==> src/rtl/memory_access_if.sv <==
// Bundle between the pipeline memory stage and its neighbours: execute operands in, data-memory req/ready bus, writeback out.
// Latency: none, wires only.
// Backpressure: stall and mem_req/mem_ready carry the flow control; this interface itself adds none.
//
// Ports (master = memory stage, slave = surrounding pipeline / memory):
//   control_in, result_in, store_data, dest_in, wr_en_in : execute outputs into the stage
//   stall                                                  : upstream hold while a transaction is outstanding
//   mem_req, mem_we, mem_addr, mem_wdata                   : data-memory request side
//   mem_ready, mem_rdata                                   : data-memory response side
//   wb_data, wb_dest, wb_en                                : registered writeback bundle
//   mem_err                                                : timeout-abort pulse
interface memory_access_if;
   logic [3:0]  control_in;
   logic [15:0] result_in;
   logic [15:0] store_data;
   logic [4:0]  dest_in;
   logic        wr_en_in;
   logic        stall;
   logic        mem_req;
   logic        mem_we;
   logic [15:0] mem_addr;
   logic [15:0] mem_wdata;
   logic        mem_ready;
   logic [15:0] mem_rdata;
   logic [15:0] wb_data;
   logic [4:0]  wb_dest;
   logic        wb_en;
   logic        mem_err;

   modport master (
      input  control_in, result_in, store_data, dest_in, wr_en_in,
      input  mem_ready, mem_rdata,
      output stall, mem_req, mem_we, mem_addr, mem_wdata,
      output wb_data, wb_dest, wb_en, mem_err
   );

   modport slave (
      output control_in, result_in, store_data, dest_in, wr_en_in,
      output mem_ready, mem_rdata,
      input  stall, mem_req, mem_we, mem_addr, mem_wdata,
      input  wb_data, wb_dest, wb_en, mem_err
   );
endinterface

==> src/rtl/memory_access.sv <==
// Memory stage: retires ALU ops directly, turns LOAD/STORE into a req/ready data-memory transaction with timeout abort.
// Latency: 1 cycle for non-memory ops; loads retire one edge after the mem_ready cycle (2 cycles minimum).
// Backpressure: stall is held while a transaction is outstanding; inputs are only sampled when not stalled.
//
// Ports:
//   clk  : rising-edge clock
//   rst  : synchronous active-high reset
//   bus  : memory_access_if.master -- execute operands, data-memory bus, writeback bundle, mem_err
module memory_access #(
   parameter int unsigned TIMEOUT  = 16,
   parameter logic [3:0]  OP_LOAD  = 4'b1100,
   parameter logic [3:0]  OP_STORE = 4'b1110
) (
   input  logic            clk,
   input  logic            rst,
   memory_access_if.master bus
);

   // Counter is cleared on every BUSY entry and stops at TIMEOUT-1, so it never wraps.
   localparam int unsigned    CW       = $clog2(TIMEOUT) + 1;
   localparam logic [CW-1:0]  CNT_LAST = CW'(TIMEOUT - 1);

   typedef enum logic {
      IDLE = 1'b0,
      BUSY = 1'b1
   } state_e;

   state_e        state_q, state_d;
   logic [CW-1:0] cnt_q, cnt_d;
   logic [4:0]    dest_q, dest_d;
   logic          mem_req_q, mem_req_d;
   logic          mem_we_q, mem_we_d;
   logic [15:0]   mem_addr_q, mem_addr_d;
   logic [15:0]   mem_wdata_q, mem_wdata_d;
   logic [15:0]   wb_data_q, wb_data_d;
   logic [4:0]    wb_dest_q, wb_dest_d;
   logic          wb_en_q, wb_en_d;
   logic          mem_err_q, mem_err_d;

   logic is_mem_op;
   logic timeout_hit;

   assign is_mem_op   = (bus.control_in == OP_LOAD) || (bus.control_in == OP_STORE);
   assign timeout_hit = (cnt_q == CNT_LAST);

   // State and output registers.
   always_ff @(posedge clk) begin
      if (rst) begin
         state_q     <= IDLE;
         cnt_q       <= '0;
         dest_q      <= '0;
         mem_req_q   <= 1'b0;
         mem_we_q    <= 1'b0;
         mem_addr_q  <= '0;
         mem_wdata_q <= '0;
         wb_data_q   <= '0;
         wb_dest_q   <= '0;
         wb_en_q     <= 1'b0;
         mem_err_q   <= 1'b0;
      end else begin
         state_q     <= state_d;
         cnt_q       <= cnt_d;
         dest_q      <= dest_d;
         mem_req_q   <= mem_req_d;
         mem_we_q    <= mem_we_d;
         mem_addr_q  <= mem_addr_d;
         mem_wdata_q <= mem_wdata_d;
         wb_data_q   <= wb_data_d;
         wb_dest_q   <= wb_dest_d;
         wb_en_q     <= wb_en_d;
         mem_err_q   <= mem_err_d;
      end
   end

   // Next-state logic. mem_ready takes priority over an expiring timeout.
   always_comb begin
      state_d = state_q;
      case (state_q)
         IDLE: begin
            if (is_mem_op) state_d = BUSY;
         end
         BUSY: begin
            if (bus.mem_ready || timeout_hit) state_d = IDLE;
         end
         default: state_d = IDLE;
      endcase
   end

   // Next values of the registered outputs.
   always_comb begin
      cnt_d       = cnt_q;
      dest_d      = dest_q;
      mem_req_d   = 1'b0;
      mem_we_d    = mem_we_q;
      mem_addr_d  = mem_addr_q;
      mem_wdata_d = mem_wdata_q;
      wb_data_d   = wb_data_q;
      wb_dest_d   = wb_dest_q;
      wb_en_d     = 1'b0;
      mem_err_d   = 1'b0;
      case (state_q)
         IDLE: begin
            if (is_mem_op) begin
               mem_req_d   = 1'b1;
               mem_we_d    = (bus.control_in == OP_STORE);
               mem_addr_d  = bus.result_in;
               mem_wdata_d = bus.store_data;
               dest_d      = bus.dest_in;
               cnt_d       = '0;
            end else begin
               wb_data_d = bus.result_in;
               wb_dest_d = bus.dest_in;
               wb_en_d   = bus.wr_en_in;
            end
         end
         BUSY: begin
            if (bus.mem_ready) begin
               // mem_we_q doubles as the latched load/store kind for the whole transaction.
               if (!mem_we_q) begin
                  wb_en_d   = 1'b1;
                  wb_data_d = bus.mem_rdata;
                  wb_dest_d = dest_q;
               end
            end else if (timeout_hit) begin
               mem_err_d = 1'b1;
            end else begin
               mem_req_d = 1'b1;
               cnt_d     = cnt_q + 1'b1;
            end
         end
         default: begin
            mem_req_d = 1'b0;
         end
      endcase
   end

   assign bus.stall     = (state_q == BUSY);
   assign bus.mem_req   = mem_req_q;
   assign bus.mem_we    = mem_we_q;
   assign bus.mem_addr  = mem_addr_q;
   assign bus.mem_wdata = mem_wdata_q;
   assign bus.wb_data   = wb_data_q;
   assign bus.wb_dest   = wb_dest_q;
   assign bus.wb_en     = wb_en_q;
   assign bus.mem_err   = mem_err_q;

endmodule
==> src/flat_wrapper.sv <==
// flat-port wrapper written by rule: the top's interface ports become plain ports
module memory_access_flat 
#(
   parameter int unsigned TIMEOUT  = 16,
   parameter logic [3:0]  OP_LOAD  = 4'b1100,
   parameter logic [3:0]  OP_STORE = 4'b1110
)
  (clk, rst, bus_control_in, bus_result_in, bus_store_data, bus_dest_in, bus_wr_en_in, bus_mem_ready, bus_mem_rdata, bus_stall, bus_mem_req, bus_mem_we, bus_mem_addr, bus_mem_wdata, bus_wb_data, bus_wb_dest, bus_wb_en, bus_mem_err);
  memory_access_if bus_i ();
  input  logic clk;
  input  logic rst;
  input wire logic [$bits(bus_i.control_in)-1:0] bus_control_in;
  input wire logic [$bits(bus_i.result_in)-1:0] bus_result_in;
  input wire logic [$bits(bus_i.store_data)-1:0] bus_store_data;
  input wire logic [$bits(bus_i.dest_in)-1:0] bus_dest_in;
  input wire logic [$bits(bus_i.wr_en_in)-1:0] bus_wr_en_in;
  input wire logic [$bits(bus_i.mem_ready)-1:0] bus_mem_ready;
  input wire logic [$bits(bus_i.mem_rdata)-1:0] bus_mem_rdata;
  output wire logic [$bits(bus_i.stall)-1:0] bus_stall;
  output wire logic [$bits(bus_i.mem_req)-1:0] bus_mem_req;
  output wire logic [$bits(bus_i.mem_we)-1:0] bus_mem_we;
  output wire logic [$bits(bus_i.mem_addr)-1:0] bus_mem_addr;
  output wire logic [$bits(bus_i.mem_wdata)-1:0] bus_mem_wdata;
  output wire logic [$bits(bus_i.wb_data)-1:0] bus_wb_data;
  output wire logic [$bits(bus_i.wb_dest)-1:0] bus_wb_dest;
  output wire logic [$bits(bus_i.wb_en)-1:0] bus_wb_en;
  output wire logic [$bits(bus_i.mem_err)-1:0] bus_mem_err;
  assign bus_i.control_in = bus_control_in;
  assign bus_i.result_in = bus_result_in;
  assign bus_i.store_data = bus_store_data;
  assign bus_i.dest_in = bus_dest_in;
  assign bus_i.wr_en_in = bus_wr_en_in;
  assign bus_i.mem_ready = bus_mem_ready;
  assign bus_i.mem_rdata = bus_mem_rdata;
  assign bus_stall = bus_i.stall;
  assign bus_mem_req = bus_i.mem_req;
  assign bus_mem_we = bus_i.mem_we;
  assign bus_mem_addr = bus_i.mem_addr;
  assign bus_mem_wdata = bus_i.mem_wdata;
  assign bus_wb_data = bus_i.wb_data;
  assign bus_wb_dest = bus_i.wb_dest;
  assign bus_wb_en = bus_i.wb_en;
  assign bus_mem_err = bus_i.mem_err;
  memory_access #(.TIMEOUT(TIMEOUT), .OP_LOAD(OP_LOAD), .OP_STORE(OP_STORE)) u_core (.clk(clk), .rst(rst), .bus(bus_i));
endmodule
==> config.mk <==
export PLATFORM = sky130hd
export DESIGN_NAME = memory_access_flat
export DESIGN_NICKNAME = d
export VERILOG_FILES = /design/src/rtl/memory_access_if.sv /design/src/rtl/memory_access.sv /design/src/flat_wrapper.sv
export SDC_FILE = /design/constraint.sdc
export NUM_CORES = 1
export LEC_CHECK = 0
export ABC_AREA = 1
export CAP_MARGIN = 25
export CORE_UTILIZATION = 25
export DETAILED_ROUTE_END_ITERATION = 8
export GPL_TIMING_DRIVEN = 0
export PLACE_DENSITY = 0.53
export SLEW_MARGIN = 20
export SYNTH_ARGS = -nofsm -noshare
export SYNTH_HDL_FRONTEND = slang
export SYNTH_SLANG_ARGS = --single-unit
==> constraint.sdc <==
create_clock -name clk -period 1.3 [get_ports clk]
set_input_delay 0.195 -clock clk [delete_from_list [all_inputs] [get_ports clk]]
set_output_delay 0.195 -clock clk [all_outputs]
set_load 0.005 [all_outputs]
==> out/results.ini, run 1 <==
[outcome]
status=finished with violations
violations=setup timing

[routing]
detail-route-antenna-nets=0
vias=2803
drt-met1-wl_mm=3.936
drcViolationCount=0
wl_mm=8.535
routed_via_density=4.407
wl_met2_mm=4.069
wl_met3_um=423
wire_per_inst_um=13.42
firstDrtPassIters=4
top_layer=met4
drt_iter0_markers=88

[sta]
min_period_ns=1.320
rsz0062_at_grt=true
fin_worst_skew_ns=0.005892
relSlewSlack=0.5553
finalWorstSetupSlack_ns=-0.02030
fmax_ghz=0.7574
drv_slew=0
worst_pin_slew_ns=0.6670
finalSetupViolCount=3
tns_ns=-0.04923
hold_viol=0
period_share=1.016

[final_layout]
final_util=0.4578
num_antenna_cells=0
final_cell_count_no_fill=636
area_growth_pct=77.41
layout-drive-gt1-share=0.2760
fin_nets=558

[yosys]
synth_edf_count=0
synthAdderAreaFrac=0.009394
synth_top_family_by_area=simple AND/OR/NAND/NOR gates
yosysSeqAreaShare=0.5035
netlist_area_um2=2664
syn_nets=419
yosys.area_share.simple=0.2142
yosysTopAreaCell=dfxtp_1
ys_types=20
yosysMostFrequentCell=nor2_1
synth_top_cell_area_share=0.5035
synth_mux_area_frac=0
synthTopCellsByArea=dfxtp_1 (50%), nor2_1 (12%), o21ai_0 (11%)
synth-compound-area-share=0.1818
postSynthAreaPerCell_um2=7.483
ys_ff_latch=67
synthXorXnorAreaFrac=0
yosys_warnings=0
ys.flop_type=dfxtp_1
synth_common_cells=nor2_1 (83), dfxtp_1 (67), o21ai_0 (59)
synthCells=356
ys_async_sr_fraction=0

[power]
p_leak_nw=2.120
p_switching_w=0.001289
clkPwrFrac=0.410
pwr-share-seq=0.423
p_int_w=0.003979
pwr-share-comb=0.167
swShare=0.2447
p_per_area_nw_per_um2=1115
max-vdd-ir-drop_mv=0.6231

[place]
dp_cells=609
port_buffers=117
place.gp.congestion=0.7345
post-dp-hpwl_mm=5.983
place_ws_ns=-0.4043

[worst_setup_path]
startpoint_type=register
slowest_delay_ns=0.34
crit_chain=ha_4 > nand2_4 > nor2_2 > ha_2 > inv_2 > nand3_4 > or2_4 > a21oi_2
crit_arrival_ns=1.59
path_max_fanout=4
critPathKind=reg -> reg
cp_slowest_cell=dfxtp_2
cp-end-kind=register
cp.required_ns=1.57

[run]
maxCapViolCount=0

[global_route]
grt_pass1_wl_mm=13.41
grt_max_degree=13
gr-total-overflow=0
grt_pass1_vias=2742
antenna_found_initial=0
grt_util_all_layers=0.1554

[clock_tree]
cts.sinks=67
htree_levels=3
cts_tree=built
cts-root-buf=clkbuf_8
clock_latency_ns=0.34
clkTransAtPathRegs_ns=0.07
cts_buffer_depth=2
cts_buffers=9

[floorplan]
ioPinCount=119
num_rows=37
die_w_um=105.2
dieArea_um2=11070
core_area_um2=10320
start_util=0.2580
die_h_um=105.2

[min_path]
hold_path.class=in -> reg

[cell type report]
class	instances	area [um^2]
clock inverter	6	112.6
timing repair buffer	129	1259
sequential	67	1376
inverter	31	133.9
multi-input combinational	235	1358
clock buffer	10	137.6
fill	1051	5598
tap	136	170.2
buffer	22	178.9
[power by group through the flow]
stage               Sequential, W  Clock (W)  Combinational (W)
finish                    0.00223    0.00216           0.000882
global route              0.00224    0.00231           0.000966
CTS                       0.00223    0.00220           0.000729
detailed placement        0.00227          0           0.000762
global placement          0.00227          0           0.000759
floorplan                 0.00227          0           0.000276
[metal layers]
| metal | vias up | GRT usage |
|---|---|---|
| met5 | - | 0 |
| met4 | 0 | 0.05433 |
| met3 | 11 | 0.03772 |
| met2 | 78 | 0.2585 |
| met1 | 1291 | 0.1954 |
| li1 | 1423 | - |
[layout by cell type (no fill, tap or decap), drive strengths merged]
cell	count
nor2	84
dfxtp	67
o21ai	60
clkdlybuf4s50	59
dlygate4sd2	57
nand2	57
inv	31
buf	24
o31ai	20
clkbuf	20
a21oi	5
bufinv	3
clkinv	3
nand3	3
ha	2
and3	1
o32ai	1
nor4	1
or2	1
clkdlybuf4s15	1
[cell families after synthesis]
kind of cell | after synthesis
AOI/OAI and AO/OA | 86
adders and majority gates | 2
buffers and inverters | 54
DFF | 67
and+or+nand+nor | 147
[state kept, by name (all words and copies together) (netlist names)]
| signal | cells |
|---|---|
| u_core.bus.mem_addr | 16 |
| u_core.bus.mem_err | 1 |
| u_core.bus.mem_req | 1 |
| u_core.bus.mem_wdata | 16 |
| u_core.bus.mem_we | 1 |
| u_core.bus.wb_data | 16 |
| u_core.bus.wb_dest | 5 |
| u_core.bus.wb_en | 1 |
| u_core.cnt_q | 5 |
| u_core.dest_q | 5 |
[stage by stage]
stage	power, W	cell area (um^2)	hold WS (ns)
after detailed placement	0.003033	4024	0.4385
after floorplan	0.002549	2683	0.2727
after global placement	0.003029	4024	0.4317
final	0.005268	4726	0.1953
after CTS	0.005158	4357	0.1751
after global routing	0.005521	4726	0.1968
[worst max-delay path, delay by kind of cell, from the launching register on]
family | cells | cell delay [ns]
adders and majority gates | 2 | 0.33
buffers and inverters | 1 | 0.07
and+or+nand+nor | 4 | 0.41
AOI/OAI and AO/OA | 1 | 0.10
DFF | 1 | 0.34
[what timing repair did]
action,4_1_cts,5_1_grt
hold buffers,0,0
endpoints found under the hold margin,0,0
pin swaps,7,14
gates cloned,0,4
endpoints found under the setup margin,116,59
resized for setup,114,110
setup buffers,5,3
[worst paths after layout]
check	start	endpoint	slack, ns	depth (start not counted)
setup / recovery	u_core.cnt_q[1]$_SDFFE_PP0P_	u_core.cnt_q[4]$_SDFFE_PP0P_	-0.02	8
hold / removal	rst	u_core.dest_q[2]$_SDFFE_PP0P_	0.20	2
setup reg to reg	u_core.cnt_q[1]$_SDFFE_PP0P_	u_core.cnt_q[4]$_SDFFE_PP0P_	-0.02	8
hold reg to reg	u_core.bus.mem_addr[6]$_SDFFE_PP0P_	u_core.bus.mem_addr[6]$_SDFFE_PP0P_	0.46	2
Power figures use the tool's default switching activity.
==> run 2: changes to the inputs <==
Settings changed: CORE_UTILIZATION 25 to 37, PLACE_DENSITY 0.53 to 0.73.
==> out/results.ini, run 2 (synthesis gave the netlist of run 1 again) <==
[outcome]
violations=setup timing
status=finished with violations

[worst_setup_path]
reg2reg_slack_ns=-0.06  ; -0.04 ns
critPathKind=reg -> reg
cp-end-kind=register
r2r_start=u_core.cnt_q[0]$_SDFFE_PP0P_
cp.required_ns=1.52  ; -0.05 ns
r2r-end=u_core.cnt_q[2]$_SDFFE_PP0P_
startpoint_type=register
r2r_cells=9  ; +1
path_max_fanout=4  ; unchanged
crit_arrival_ns=1.58  ; about the same

[routing]
vias=2820  ; +0.61%
routed_via_density=4.732  ; +7.4%
wl_mm=8.460  ; -0.88%
firstDrtPassIters=4  ; unchanged
drcViolationCount=0  ; unchanged
detail-route-antenna-nets=0  ; unchanged
drt_iter0_markers=127  ; +44%
wire_per_inst_um=14.19  ; +5.8%

[power]
pwr-share-seq=0.467  ; +0.044
pwr-share-comb=0.170  ; +0.003
swShare=0.2475  ; +0.002827
max-vdd-ir-drop_mv=0.5913  ; -5.1%
power.total_w=0.004769  ; -9.5%
p_leak_nw=2.044  ; -3.6%
p_switching_w=0.001180  ; -8.4%
clkPwrFrac=0.363  ; -0.047
p_per_area_nw_per_um2=1059  ; -5.0%
p_int_w=0.003588  ; -9.8%

[sta]
rsz0062_at_grt=true
finalSetupViolCount=12  ; +9
finalWorstSetupSlack_ns=-0.05827  ; -0.03798 ns
relSlewSlack=0.5487  ; -0.006570
period_share=1.045  ; +0.02921
drv_slew=0  ; unchanged
fmax_ghz=0.7362  ; -2.8%
min_period_ns=1.358  ; +0.03798 ns
worst_pin_slew_ns=0.6769  ; +0.009855 ns
fin_worst_skew_ns=0.008657  ; +0.002765 ns
hold_viol=0  ; unchanged

[final_layout]
area_growth_pct=69.00
final.fill_count=595  ; -43%
final_cell_mix=nor2_1 (71), clkdlybuf4s50_1 (59), dlygate4sd2_1 (58), dfxtp_1 (50), nand2_1 (48)
final_common_cell=nor2_1
fin_nets=559  ; +0.18%
layout-drive-gt1-share=0.2120  ; -0.06400
num_antenna_cells=0  ; unchanged

[min_path]
hold_path.class=in -> reg
worst_hold_path.endpoint=u_core.bus.mem_err$_SDFF_PP0_
min_path_cells=2  ; unchanged
min_from=rst

[clock_tree]
cts_buffer_depth=2  ; unchanged
clkTransAtPathRegs_ns=0.07  ; about the same
cts_buffers=9  ; unchanged
cts_tree=built
cts_hold_buf=0  ; unchanged
cts-root-buf=clkbuf_8
cts.sinks=67  ; unchanged
clock_latency_ns=0.34  ; about the same
htree_levels=3  ; unchanged

[place]
place_ws_ns=-0.4065  ; -0.002230 ns
post-dp-hpwl_mm=5.709  ; -4.6%
port_buffers=117  ; unchanged
place.gp.congestion=0.7727  ; +5.2%

[floorplan]
die_h_um=86.85  ; -17%
num_rows=30  ; -19%
dieArea_um2=7543  ; -32%
ioPinCount=119  ; unchanged
core_area_um2=6869  ; -33%
die_w_um=86.85  ; -17%
start_util=0.3878  ; +0.1298

[global_route]
grt_util_all_layers=0.2128  ; +0.05745
grt_pass1_wl_mm=12.30  ; -8.3%
grt_max_degree=11  ; -2
gr-total-overflow=0  ; unchanged
antenna_found_initial=0  ; unchanged
grt_pass1_vias=2633  ; -4.0%

[run]
maxCapViolCount=0  ; unchanged

## run 2: changes by cell type in the layout (fill, tap and decap cells not counted), sizes merged
cell           previous run  this run
dlygate4sd2              57        58
clkdlybuf4s15             1         0
bufinv                    3         1
buf                      24        26
clkinv                    3         1
clkbuf                   20        22
## run 2: cell type report
class	instances	area, um^2	share of cell area
repair buffers	130	1236	0.2746
multi-input cells	235	1269	0.2818
clock inverters	2	35.03	0.007782
flip-flops and latches	67	1365	0.3032
well taps	96	120.1	0.02668
inverters	31	131.4	0.02918
clock buffers	13	158.9	0.03530
plain buffers	22	186.4	0.04141
## run 2: timing repair
item | in CTS | in global routing
setup endpoints to repair | 116 | 55
gates cloned | 1 | 2
buffers inserted | 4 | 6
gates resized for setup | 112 | 57
pin swaps | 5 | 10
## run 2: metrics by stage
step	std cells	util	setup TNS (ns)	hold slack, ns	cell area, um^2
6_report	596	0.6554	-0.2036	0.1853	4502
5_1_grt	596	0.6554	-1.953	0.1966	4502
3_3_place_gp	569	0.5785	-16.29	0.4313	3974
2_1_floorplan	356	-	0	0.2727	2683
4_1_cts	589	0.6180	-0.03778	0.1876	4245
3_5_place_dp	569	0.5785	-17.25	0.4417	3974
## run 2: critical path, cell delays in order, from the launching register on
cell and delay [ns]:
dfxtp_2 0.36, ha_4 0.15, nand2_4 0.05, nor2_4 0.11, ha_4 0.15, inv_4 0.04
nand3_4 0.08, nand2_4 0.08, a21oi_1 0.16, nor2_1 0.06
## run 2: power groups by stage
| stage | registers [W] | logic, W | clock network, W |
|---|---|---|---|
| global placement | 0.00227 | 0.000746 | 0 |
| CTS | 0.00222 | 0.000723 | 0.00175 |
| detailed placement | 0.00227 | 0.000755 | 0 |
| global route | 0.00224 | 0.000887 | 0.00182 |
| finish | 0.00223 | 0.000810 | 0.00173 |
| floorplan | 0.00227 | 0.000276 | 0 |
## run 2: how the worst max path moves through the flow
stage,slack [ns],to,depth (start not counted),start
after global placement,-0.38,u_core.bus.mem_we$_SDFFE_PP0P_,6,bus_control_in[2]
after detailed placement,-0.41,u_core.bus.mem_wdata[0]$_SDFFE_PP0P_,6,bus_control_in[3]
after floorplan,0.0007,u_core.cnt_q[4]$_SDFFE_PP0P_,8,u_core.cnt_q[1]$_SDFFE_PP0P_
after CTS,-0.02,u_core.cnt_q[4]$_SDFFE_PP0P_,8,u_core.cnt_q[0]$_SDFFE_PP0P_
final,-0.06,u_core.cnt_q[2]$_SDFFE_PP0P_,9,u_core.cnt_q[0]$_SDFFE_PP0P_
after global routing,-0.11,u_core.cnt_q[2]$_SDFFE_PP0P_,9,u_core.cnt_q[0]$_SDFFE_PP0P_
## run 2: layer usage
metal / track usage / vias to the layer above / routed length [um]
met4: 0.09697 / 0 / 186
met5: 0 / - / 0
met1: 0.2602 / 1310 / 3542
met3: 0.03412 / 17 / 314
met2: 0.3672 / 70 / 4416
li1: - / 1423 / -
==> run 3: changes to the inputs <==
Settings changed: RECOVER_POWER set to 50, SETUP_SLACK_MARGIN set to 0.4.
==> out/results.ini, run 3 (synthesis gave the netlist of run 1 again) <==
[clock_tree]
clock_latency_ns=0.35  ; about the same
cts_tree=built
cts.sinks=67  ; unchanged
cts_buffer_depth=2  ; unchanged
cts-root-buf=clkbuf_8
clkTransAtPathRegs_ns=0.07  ; about the same
htree_levels=3  ; unchanged
cts_buffers=9  ; unchanged

[worst_setup_path]
cp.required_ns=1.57  ; +0.05 ns
crit_start=u_core.cnt_q[1]$_SDFFE_PP0P_
critPathKind=reg -> reg
slowest_delay_ns=0.34  ; -0.02 ns
cp_slowest_cell=dfxtp_2
reg2reg_slack_ns=-0.17  ; -0.11 ns
r2r_cells=11  ; +2
r2r-end=u_core.cnt_q[3]$_SDFFE_PP0P_
startpoint_type=register
crit_arrival_ns=1.74  ; +0.16 ns
critPathBufInv=1  ; unchanged
path_max_fanout=4  ; unchanged
crit_chain=ha_4 > nand2_4 > nor2_2 > ha_2 > inv_2 > nand3_4 > nand2_4 > nand2_2 > nand2_2 > nand2_1 > nor2_1
r2r_start=u_core.cnt_q[1]$_SDFFE_PP0P_
cp-end-kind=register
cp_top_family=simple AND/OR/NAND/NOR gates

[sta]
fmax_ghz=0.6808  ; -7.5%
finalWorstSetupSlack_ns=-0.1689  ; -0.1106 ns
finalSetupViolCount=31  ; +19
drv_slew=0  ; unchanged
period_share=1.130  ; +0.08507
hold_slack_ns=0.2751  ; +0.08975 ns
min_period_ns=1.469  ; +0.1106 ns
worst_pin_slew_ns=0.9821  ; +0.3053 ns
hold_viol=0  ; unchanged
fin_worst_skew_ns=0.007989  ; -0.0006674 ns
relSlewSlack=0.3452  ; -0.2035
rsz0062_at_grt=true

[floorplan]
ioPinCount=119  ; unchanged
dieArea_um2=7543  ; unchanged
num_rows=30  ; unchanged
core_area_um2=6869  ; unchanged
start_util=0.3878  ; unchanged
die_w_um=86.85  ; unchanged
die_h_um=86.85  ; unchanged

[outcome]
status=finished with violations
violations=setup timing

[power]
max-vdd-ir-drop_mv=0.5031  ; -15%
p_per_area_nw_per_um2=956.4  ; -9.7%
p_leak_nw=2.248  ; +10%
power.total_w=0.004979  ; +4.4%

[place]
post-dp-hpwl_mm=5.650  ; -1.0%
place.gp.congestion=0.7565  ; -2.1%
place_ws_ns=-0.3991  ; +0.007380 ns
port_buffers=117  ; unchanged
dp_cells=569  ; unchanged

[min_path]
worst_hold_path.endpoint=u_core.bus.mem_err$_SDFF_PP0_
hold_path.class=in -> reg
min_from=rst
min_path_cells=2  ; unchanged

[routing]
wl_mm=10.64  ; +26%
wl_met3_um=535  ; +70%
wl_met2_mm=5.699  ; +29%
top_layer=met4
drt-met1-wl_mm=3.931  ; +11%
drt_iter0_markers=197  ; +55%
vias=3109  ; +10%
detail-route-antenna-nets=0  ; unchanged
routed_via_density=5.015  ; +6.0%
drcViolationCount=0  ; unchanged
wire_per_inst_um=17.17  ; +21%
firstDrtPassIters=5  ; +1

[final_layout]
final_common_cell=nor2_1
final_cell_mix=nor2_1 (62), clkdlybuf4s50_1 (57), dfxtp_2 (48), buf_6 (43), nand2_1 (39)
final_cell_count_no_fill=620  ; +4.0%
num_antenna_cells=0  ; unchanged
area_growth_pct=95.44
layout-drive-gt1-share=0.5229  ; +0.3109
fin_nets=583  ; +4.3%
final_util=0.7579  ; +0.1026

[global_route]
gr-total-overflow=0  ; unchanged
grt_pass1_vias=2906  ; +10%
antenna_found_initial=0  ; unchanged
grt_pass1_wl_mm=13.91  ; +13%
grt_max_degree=11  ; unchanged
grt_util_all_layers=0.2436  ; +0.03073

[run]
maxCapViolCount=0  ; unchanged

## run 3: cell types whose count changed in the layout (fill, tap and decap cells not counted), sizes merged
cell	before	now
bufinv	1	0
buf	26	108
dlygate4sd2	58	2
clkinv	1	3
inv	31	30
clkdlybuf4s50	59	57
## run 3: worst max-delay path by stage
| stage | slack, ns | cells past startpoint | to |
|---|---|---|---|
| 2_1_floorplan | 0.04 | 8 | u_core.cnt_q[4]$_SDFFE_PP0P_ |
| 3_3_place_gp | -0.38 | 6 | u_core.bus.mem_we$_SDFFE_PP0P_ |
| 3_5_place_dp | -0.40 | 6 | u_core.bus.mem_wdata[15]$_SDFFE_PP0P_ |
| 4_1_cts | -0.007 | 8 | u_core.cnt_q[4]$_SDFFE_PP0P_ |
| 5_1_grt | -0.22 | 11 | u_core.cnt_q[3]$_SDFFE_PP0P_ |
| 6_report | -0.17 | 11 | u_core.cnt_q[3]$_SDFFE_PP0P_ |
## run 3: cell type report
type	instances	area (um^2)
inverter	31	141.4
tap	96	120.1
timing repair buffer	153	1468
clock buffer	13	168.9
sequential	67	1409
buffer	23	232.7
clock inverter	2	10.01
multi-input combinational	235	1657
fill	434	1663
## run 3: per-stage QoR
stage	cell area [um^2]	setup TNS (ns)
final	5206	-1.172
after global placement	3995	-16.80
after detailed placement	3995	-18.16
after CTS	4631	-0.01220
after floorplan	2704	0
after global routing	5206	-3.596
## run 3: power by group
part           internal [W]  switching [W]
logic              0.000588       0.000519
registers           0.00218      0.0000730
clock network      0.000833       0.000786
## run 3: what timing repair did
item / 4_1_cts / 5_1_grt
hold buffers: 0 / 0
buffers inserted: 19 / 11
setup endpoints to repair: 124 / 125
pin swaps: 6 / 7
gates resized for setup: 414 / 112
gates cloned: 5 / 1
## run 3: layer usage
| metal | global-route usage | up-vias |
|---|---|---|
| met5 | 0 | - |
| met2 | 0.4409 | 133 |
| met3 | 0.04076 | 45 |
| li1 | - | 1478 |
| met1 | 0.2827 | 1453 |
| met4 | 0.1030 | 0 |
